--- src/rtl/result_fixed_fifo.sv ---
// ============================================================================
// result_fixed_fifo: decimating float-to-fixed converter feeding a FWFT FIFO
// Rev 1.0
// ============================================================================
`default_nettype none

`ifndef EXP_W
`define EXP_W 8
`endif
`ifndef MANT_W
`define MANT_W 23
`endif

module result_fixed_fifo #(
    parameter int EXP_W  = `EXP_W,
    parameter int MANT_W = `MANT_W,
    parameter int OSR    = 1,
    parameter int OUT_W  = 16,
    parameter int FRAC_W = 14,
    parameter int DEPTH  = 8
) (
    input  logic                     clk,
    input  logic                     rst,
    input  logic [EXP_W+MANT_W:0]    in,
    input  logic                     in_valid,
    input  logic                     clear,
    output logic [OUT_W-1:0]         out,
    output logic                     out_valid,
    input  logic                     out_ready,
    output logic [$clog2(DEPTH):0]   level,
    output logic                     overflow,
    output logic [7:0]               drop_cnt
);

    localparam int c_bias     = (1 << (EXP_W - 1)) - 1;
    localparam int c_shiftOfs = FRAC_W - MANT_W - c_bias;
    localparam int c_wideW    = MANT_W + 1 + OUT_W;
    localparam int c_phW      = (OSR > 1) ? $clog2(OSR) : 1;
    localparam int c_addrW    = $clog2(DEPTH);
    localparam int c_lvlW     = c_addrW + 1;

    logic [EXP_W-1:0]   w_exp;
    logic [MANT_W-1:0]  w_mant;
    logic               w_sign;
    int                 w_shift;
    logic [c_wideW-1:0] w_wide;
    logic [c_wideW-1:0] w_shifted;
    logic               w_sat;
    logic [OUT_W-2:0]   w_mag;
    logic               w_accept;
    logic [OUT_W-1:0]   w_s2Data;
    logic               w_rd;
    logic               w_full;
    logic               w_wrOk;
    logic               w_drop;

    logic [c_phW-1:0]   r_phase;
    logic               r_s1Valid;
    logic               r_s1Sign;
    logic               r_s1Sat;
    logic [OUT_W-2:0]   r_s1Mag;
    logic               r_s2Valid;
    logic [OUT_W-1:0]   r_s2Data;
    logic [OUT_W-1:0]   r_mem [DEPTH];
    logic [c_addrW-1:0] r_wrPtr;
    logic [c_addrW-1:0] r_rdPtr;
    logic [c_lvlW-1:0]  r_level;
    logic               r_overflow;
    logic [7:0]         r_dropCnt;

    assign w_sign = in[EXP_W+MANT_W];
    assign w_exp  = in[EXP_W+MANT_W-1:MANT_W];
    assign w_mant = in[MANT_W-1:0];

    // Scaled magnitude is 1.mant shifted by (exp - bias - MANT_W + FRAC_W); right shifts truncate toward zero.
    always_comb begin
        w_shift   = int'(w_exp) + c_shiftOfs;
        w_wide    = {{OUT_W{1'b0}}, 1'b1, w_mant};
        w_shifted = '0;
        w_sat     = 1'b0;
        if (w_exp == '0) begin
            w_shifted = '0;
        end else if (&w_exp) begin
            w_sat = 1'b1;
        end else if (w_shift >= OUT_W) begin
            w_sat = 1'b1;
        end else if (w_shift >= 0) begin
            w_shifted = w_wide << w_shift;
        end else begin
            w_shifted = w_wide >> (-w_shift);
        end
        w_sat = w_sat | (|w_shifted[c_wideW-1:OUT_W-1]);
        w_mag = w_shifted[OUT_W-2:0];
    end

    assign w_accept = in_valid && (r_phase == '0);

    always_comb begin
        w_s2Data = '0;
        if (r_s1Sat) begin
            w_s2Data = r_s1Sign ? {1'b1, {(OUT_W-1){1'b0}}} : {1'b0, {(OUT_W-1){1'b1}}};
        end else begin
            w_s2Data = r_s1Sign ? -{1'b0, r_s1Mag} : {1'b0, r_s1Mag};
        end
    end

    assign out_valid = (r_level != '0);
    assign w_full    = (r_level == c_lvlW'(DEPTH));
    assign w_rd      = out_valid && out_ready;
    assign w_wrOk    = r_s2Valid && (!w_full || w_rd);
    assign w_drop    = r_s2Valid && w_full && !w_rd;

    always_ff @(posedge clk or negedge rst) begin
        if (!rst) begin
            r_phase    <= '0;
            r_s1Valid  <= 1'b0;
            r_s1Sign   <= 1'b0;
            r_s1Sat    <= 1'b0;
            r_s1Mag    <= '0;
            r_s2Valid  <= 1'b0;
            r_s2Data   <= '0;
            r_wrPtr    <= '0;
            r_rdPtr    <= '0;
            r_level    <= '0;
            r_overflow <= 1'b0;
            r_dropCnt  <= '0;
        end else begin
            if (in_valid) begin
                r_phase <= (r_phase == c_phW'(OSR - 1)) ? '0 : r_phase + c_phW'(1);
            end
            r_s1Valid <= w_accept;
            r_s1Sign  <= w_sign;
            r_s1Sat   <= w_sat;
            r_s1Mag   <= w_mag;
            r_s2Valid <= r_s1Valid;
            r_s2Data  <= w_s2Data;

            if (w_wrOk) begin
                r_wrPtr <= r_wrPtr + c_addrW'(1);
            end
            if (w_rd) begin
                r_rdPtr <= r_rdPtr + c_addrW'(1);
            end
            case ({w_wrOk, w_rd})
                2'b10:   r_level <= r_level + c_lvlW'(1);
                2'b01:   r_level <= r_level - c_lvlW'(1);
                default: r_level <= r_level;
            endcase

            // A drop in the same cycle as clear wins and restarts the count at one.
            if (w_drop) begin
                r_overflow <= 1'b1;
                if (clear) begin
                    r_dropCnt <= 8'd1;
                end else if (r_dropCnt != 8'hFF) begin
                    r_dropCnt <= r_dropCnt + 8'd1;
                end
            end else if (clear) begin
                r_overflow <= 1'b0;
                r_dropCnt  <= '0;
            end
        end
    end

    always_ff @(posedge clk) begin
        if (w_wrOk) begin
            r_mem[r_wrPtr] <= r_s2Data;
        end
    end

    assign out      = out_valid ? r_mem[r_rdPtr] : '0;
    assign level    = r_level;
    assign overflow = r_overflow;
    assign drop_cnt = r_dropCnt;

endmodule

`default_nettype wire
--- config.mk ---
export PLATFORM = sky130hd
export DESIGN_NAME = result_fixed_fifo
export DESIGN_NICKNAME = d
export VERILOG_FILES = /design/src/rtl/result_fixed_fifo.sv
export SDC_FILE = /design/constraint.sdc
export NUM_CORES = 1
export LEC_CHECK = 0
export CORE_MARGIN = 10
export CORE_UTILIZATION = 54
export DETAILED_ROUTE_END_ITERATION = 7
export MAX_ROUTING_LAYER = met4
export PLACE_DENSITY_LB_ADDON = 0.3
export RECOVER_POWER = 100
export REMOVE_ABC_BUFFERS = 1
export SLEW_MARGIN = 20
export SYNTH_ARGS = -nofsm -noshare
export SYNTH_HDL_FRONTEND = slang
export SYNTH_SLANG_ARGS = --single-unit
--- constraint.sdc ---
create_clock -name clk -period 5.5 [get_ports clk]
set_input_delay 1.65 -clock clk [delete_from_list [all_inputs] [get_ports clk]]
set_output_delay 1.65 -clock clk [all_outputs]
set_load 0.03 [all_outputs]
==> run_results.csv <==
group,metric,value,unit
logic_synthesis,synthSimpleGateAreaFrac,11.1,%
placement,hpwl,17200,um
drt,first_iter_violations,733,
worst_hold_path,hp-class,"register to register",
drt,dr_wl_met2,12700,um
drt,final_antenna_net_count,0,
logic_synthesis,async_flop_share,29.7,%
worst_setup_path,r2r-end,"level[3]",
worst_setup_path,cp.required,5820,ps
die,dieArea,25500,um2
timing,setup_viol,0,
worst_setup_path,cp-start-kind,"primary input",
placement,portBuffers,66,
grt,grt_use_total,19.8,%
grt,overflow,0,
timing,tightestPinTransition,2840,ps
logic_synthesis,synthMuxAreaShare,22.2,%
finish,finalNetCount,972,
timing,setup_slack,525,ps
pwr,p_leak,4.45,nW
drt,drt-met1-wl,10500,um
worst_setup_path,cp_max_fo,9,
logic_synthesis,synth.distinct_cells,69,
placement,dp_slack,237,ps
timing,skew,15.8,ps
finish,n_antenna_cell,0,
job,drv_cap,1,
run_status,violations,"max-capacitance violations, max-slew violations",
timing,drv_slew,54,
timing,rsz0062_at_grt,"no",
logic_synthesis,ys.flop_type,"edfxtp_1",
die,start_util,54.5,%
clock_network,postCtsSetupBuffers,0,
drt,drc,0,
drt,dr.pass1.iters,6,
logic_synthesis,synth_top_family_by_area,"multiplexers",
timing,hold_viol,0,
worst_setup_path,rr_startpoint,"level[1]",
die,ioPinCount,67,
worst_setup_path,slowest_delay,600,ps
clock_network,clock_path_buffers,2,
timing,layout_min_cycle_time,4980,ps
placement,dp.cells,1163,
clock_network,cts_tree,"yes",
logic_synthesis,avgSynthCellArea,12.4,um2
logic_synthesis,synth-compound-area-share,9.64,%
logic_synthesis,yosys_warnings,0,
logic_synthesis,synth-edff-count,128,
finish,drive_above_1_share,16.7,%
clock_network,clock_sinks,182,
timing,fmaxAchievable,201,MHz
drt,wl_per_cell,20.8,um
clock_network,cts-buffers-inserted,17,
drt,wl_met3,1120,um
worst_setup_path,cp_cell_sequence,"dlygate4sd3_1 -> inv_1 -> ha_1 -> buf_4 -> xnor2_1 -> nand2_1 -> nor3_1 -> buf_4 -> nand4_1 -> ha_1 -> nand2b_1 -> nor4_1 -> nand4_1 -> a2111oi_4 -> a21boi_0 -> o21ai_1 -> o311ai_1",
logic_synthesis,synth-xor-area-share,2.08,%
timing,setup-tns-final,0,ps
die,fp.dieH,160,um
worst_hold_path,hold_start,"r_s1Valid",
worst_setup_path,r2r_slack,2370,ps
grt,antenna_found_initial,0,
worst_setup_path,end_kind,"register",
placement,gp_congestion,0.966,
run_status,outcome,"complete, but fails checks",
drt,num_vias,7437,
finish,final_cells,1195,
die,row_count,51,
drt,via_per_inst,6.22,
clock_network,holdBufCountCts,0,
logic_synthesis,synthAdderAreaFrac,2.21,%
worst_setup_path,cp.arrival,5300,ps
logic_synthesis,synth_area,10500,um2
timing,relSlewSlack,-89.1,%
pwr,vdd_ir_drop_max,0.000226,V
timing,holdWs,358,ps
clock_network,root_buffer,"clkbuf_16",
drt,routed_wl,24800,um
pwr,finalPower,4.85,mW
worst_setup_path,crit_slowest_cell,"dlygate4sd3_1",
finish,syn_to_final_growth,14.9,%
die,die_w,160,um
worst_hold_path,hold_depth,0,
worst_setup_path,crit_type,"primary input to register",
worst_setup_path,reg2reg_depth,10,
timing,post-route-period-util,90.5,%
pwr,powerDensity,400,nW/um2
clock_network,ctsResizeCount,0,
grt,grt_max_degree,54,
drt,top_layer,"met4",
grt,grt_pass1_vias,7427,
logic_synthesis,ys_ff_latch,182,
worst_hold_path,holdPathEnd,"r_s2Valid",
logic_synthesis,synth-seq-area-share,49.3,%
clock_network,path_clk_slew,80,ps
clock_network,htree_levels,4,
grt,grt_pass1_wl,40200,um
logic_synthesis,synthCells,847,
die,core,19300,um2
clock_network,insertion_delay,430,ps
## synthesized netlist by cell type (3+ instances only)
| library cell | number | share of area (%) |
|---|---|---|
| a211oi_1 | 6 | 0.43 |
| a21o_1 | 5 | 0.36 |
| a21oi_1 | 32 | 1.5 |
| a22oi_1 | 4 | 0.28 |
| a311oi_1 | 3 | 0.25 |
| a31oi_1 | 12 | 0.71 |
| a32oi_1 | 3 | 0.25 |
| and3_1 | 3 | 0.18 |
| buf_1 | 7 | 0.25 |
| buf_2 | 17 | 0.81 |
| buf_4 | 3 | 0.21 |
| buf_6 | 5 | 0.53 |
| clkbuf_1 | 25 | 0.89 |
| dfrtp_1 | 54 | 13 |
| edfxtp_1 | 128 | 36 |
| ha_1 | 17 | 2.0 |
| inv_1 | 19 | 0.68 |
| mux2_2 | 14 | 1.5 |
| mux2i_1 | 64 | 6.1 |
| mux4_1 | 4 | 1.0 |
| mux4_2 | 64 | 14 |
| nand2_1 | 65 | 2.3 |
| nand2b_1 | 11 | 0.65 |
| nand3_1 | 23 | 1.1 |
| nand3b_1 | 4 | 0.28 |
| nand4_1 | 11 | 0.65 |
| nor2_1 | 78 | 2.8 |
| nor2b_1 | 10 | 0.59 |
| nor3_1 | 22 | 1.0 |
| nor3b_1 | 4 | 0.28 |
| nor4_1 | 5 | 0.30 |
| o2111ai_1 | 3 | 0.25 |
| o211ai_1 | 9 | 0.64 |
| o21a_1 | 3 | 0.21 |
| o21ai_0 | 32 | 1.5 |
| o22ai_1 | 13 | 0.77 |
| o31ai_1 | 3 | 0.21 |
| xnor2_1 | 12 | 1.0 |
| xor2_1 | 13 | 1.1 |
## worst max path at each step
stage	to	cells after the start	from
floorplan	r_s1Sat	14	in[26]
global placement	r_s1Sat	16	in[27]
detailed placement	r_s1Sat	17	in[27]
CTS	r_s1Sat	17	in[27]
global route	r_s1Sat	17	in[27]
finish	r_s1Sat	17	in[27]
## metrics by stage
stage	util (%)	area [um2]
floorplan	-	10300
global placement	59.8	11600
detailed placement	59.8	11600
CTS	63.0	12200
global route	62.6	12100
finish	62.6	12100
## critical path, delay by kind of cell
kind / cells / cell delay, ps
compound gates: 4 / 1000
buf+inv: 4 / 1020
xor+xnor: 1 / 210
fa+ha+maj: 2 / 510
simple gates: 6 / 910
## report_power, final
group          leakage [nW]  total (mW)  switching, mW  internal (mW)
registers              1.86        1.92          0.195           1.73
logic                  2.30        1.74          0.970          0.767
clock network         0.294        1.19          0.571          0.618
## placed cells by master (no fill, tap or decap), types with 10 or more instances in the layout
cell / netlist / routed
edfxtp_1: 128 / 128
nor2_1: 78 / 78
nand2_1: 65 / 65
mux2i_1: 64 / 64
mux4_2: 64 / 64
dfrtp_1: 54 / 53
o21ai_0: 32 / 33
a21oi_1: 32 / 32
clkdlybuf4s50_1: 0 / 32
dlygate4sd3_1: 0 / 31
buf_4: 3 / 29
nand3_1: 23 / 23
nor3_1: 22 / 22
inv_1: 19 / 19
ha_1: 17 / 17
clkbuf_16: 0 / 17
mux2_2: 14 / 14
xor2_1: 13 / 13
o22ai_1: 13 / 13
clkbuf_1: 25 / 13
a31oi_1: 12 / 12
xnor2_1: 12 / 12
nand2b_1: 11 / 11
nand4_1: 11 / 11
nor2b_1: 10 / 10
## cells by family after synthesis
kind of cell	after synthesis
fa+ha+maj	18
buf+inv	78
mux	146
simple gates	247
compound gates	151
flops	182
xor+xnor	25
## sequential cells by signal, summed over array words and instances (netlist names), 3 cells and up
name,cells
r_rdPtr,3
r_s2Data,16
r_s1Mag,15
r_wrPtr,3
drop_cnt,8
r_mem,128
level,4
## layer usage
metal | track usage, % | vias to the layer above
met5 | - | -
met1 | 24.4 | 3656
met2 | 33.2 | 306
li1 | - | 3424
met3 | 3.11 | 51
met4 | 5.86 | 0
## cell type report
cell class              count  area [um2]
clock inverters            15         176
inverters                  21        78.8
clock buffers              17         425
flip-flops and latches    182        5200
multi-input cells         587        4990
fillers                  1483        7220
well taps                 265         332
repair buffers            108         912
Power figures use the tool's default switching activity.
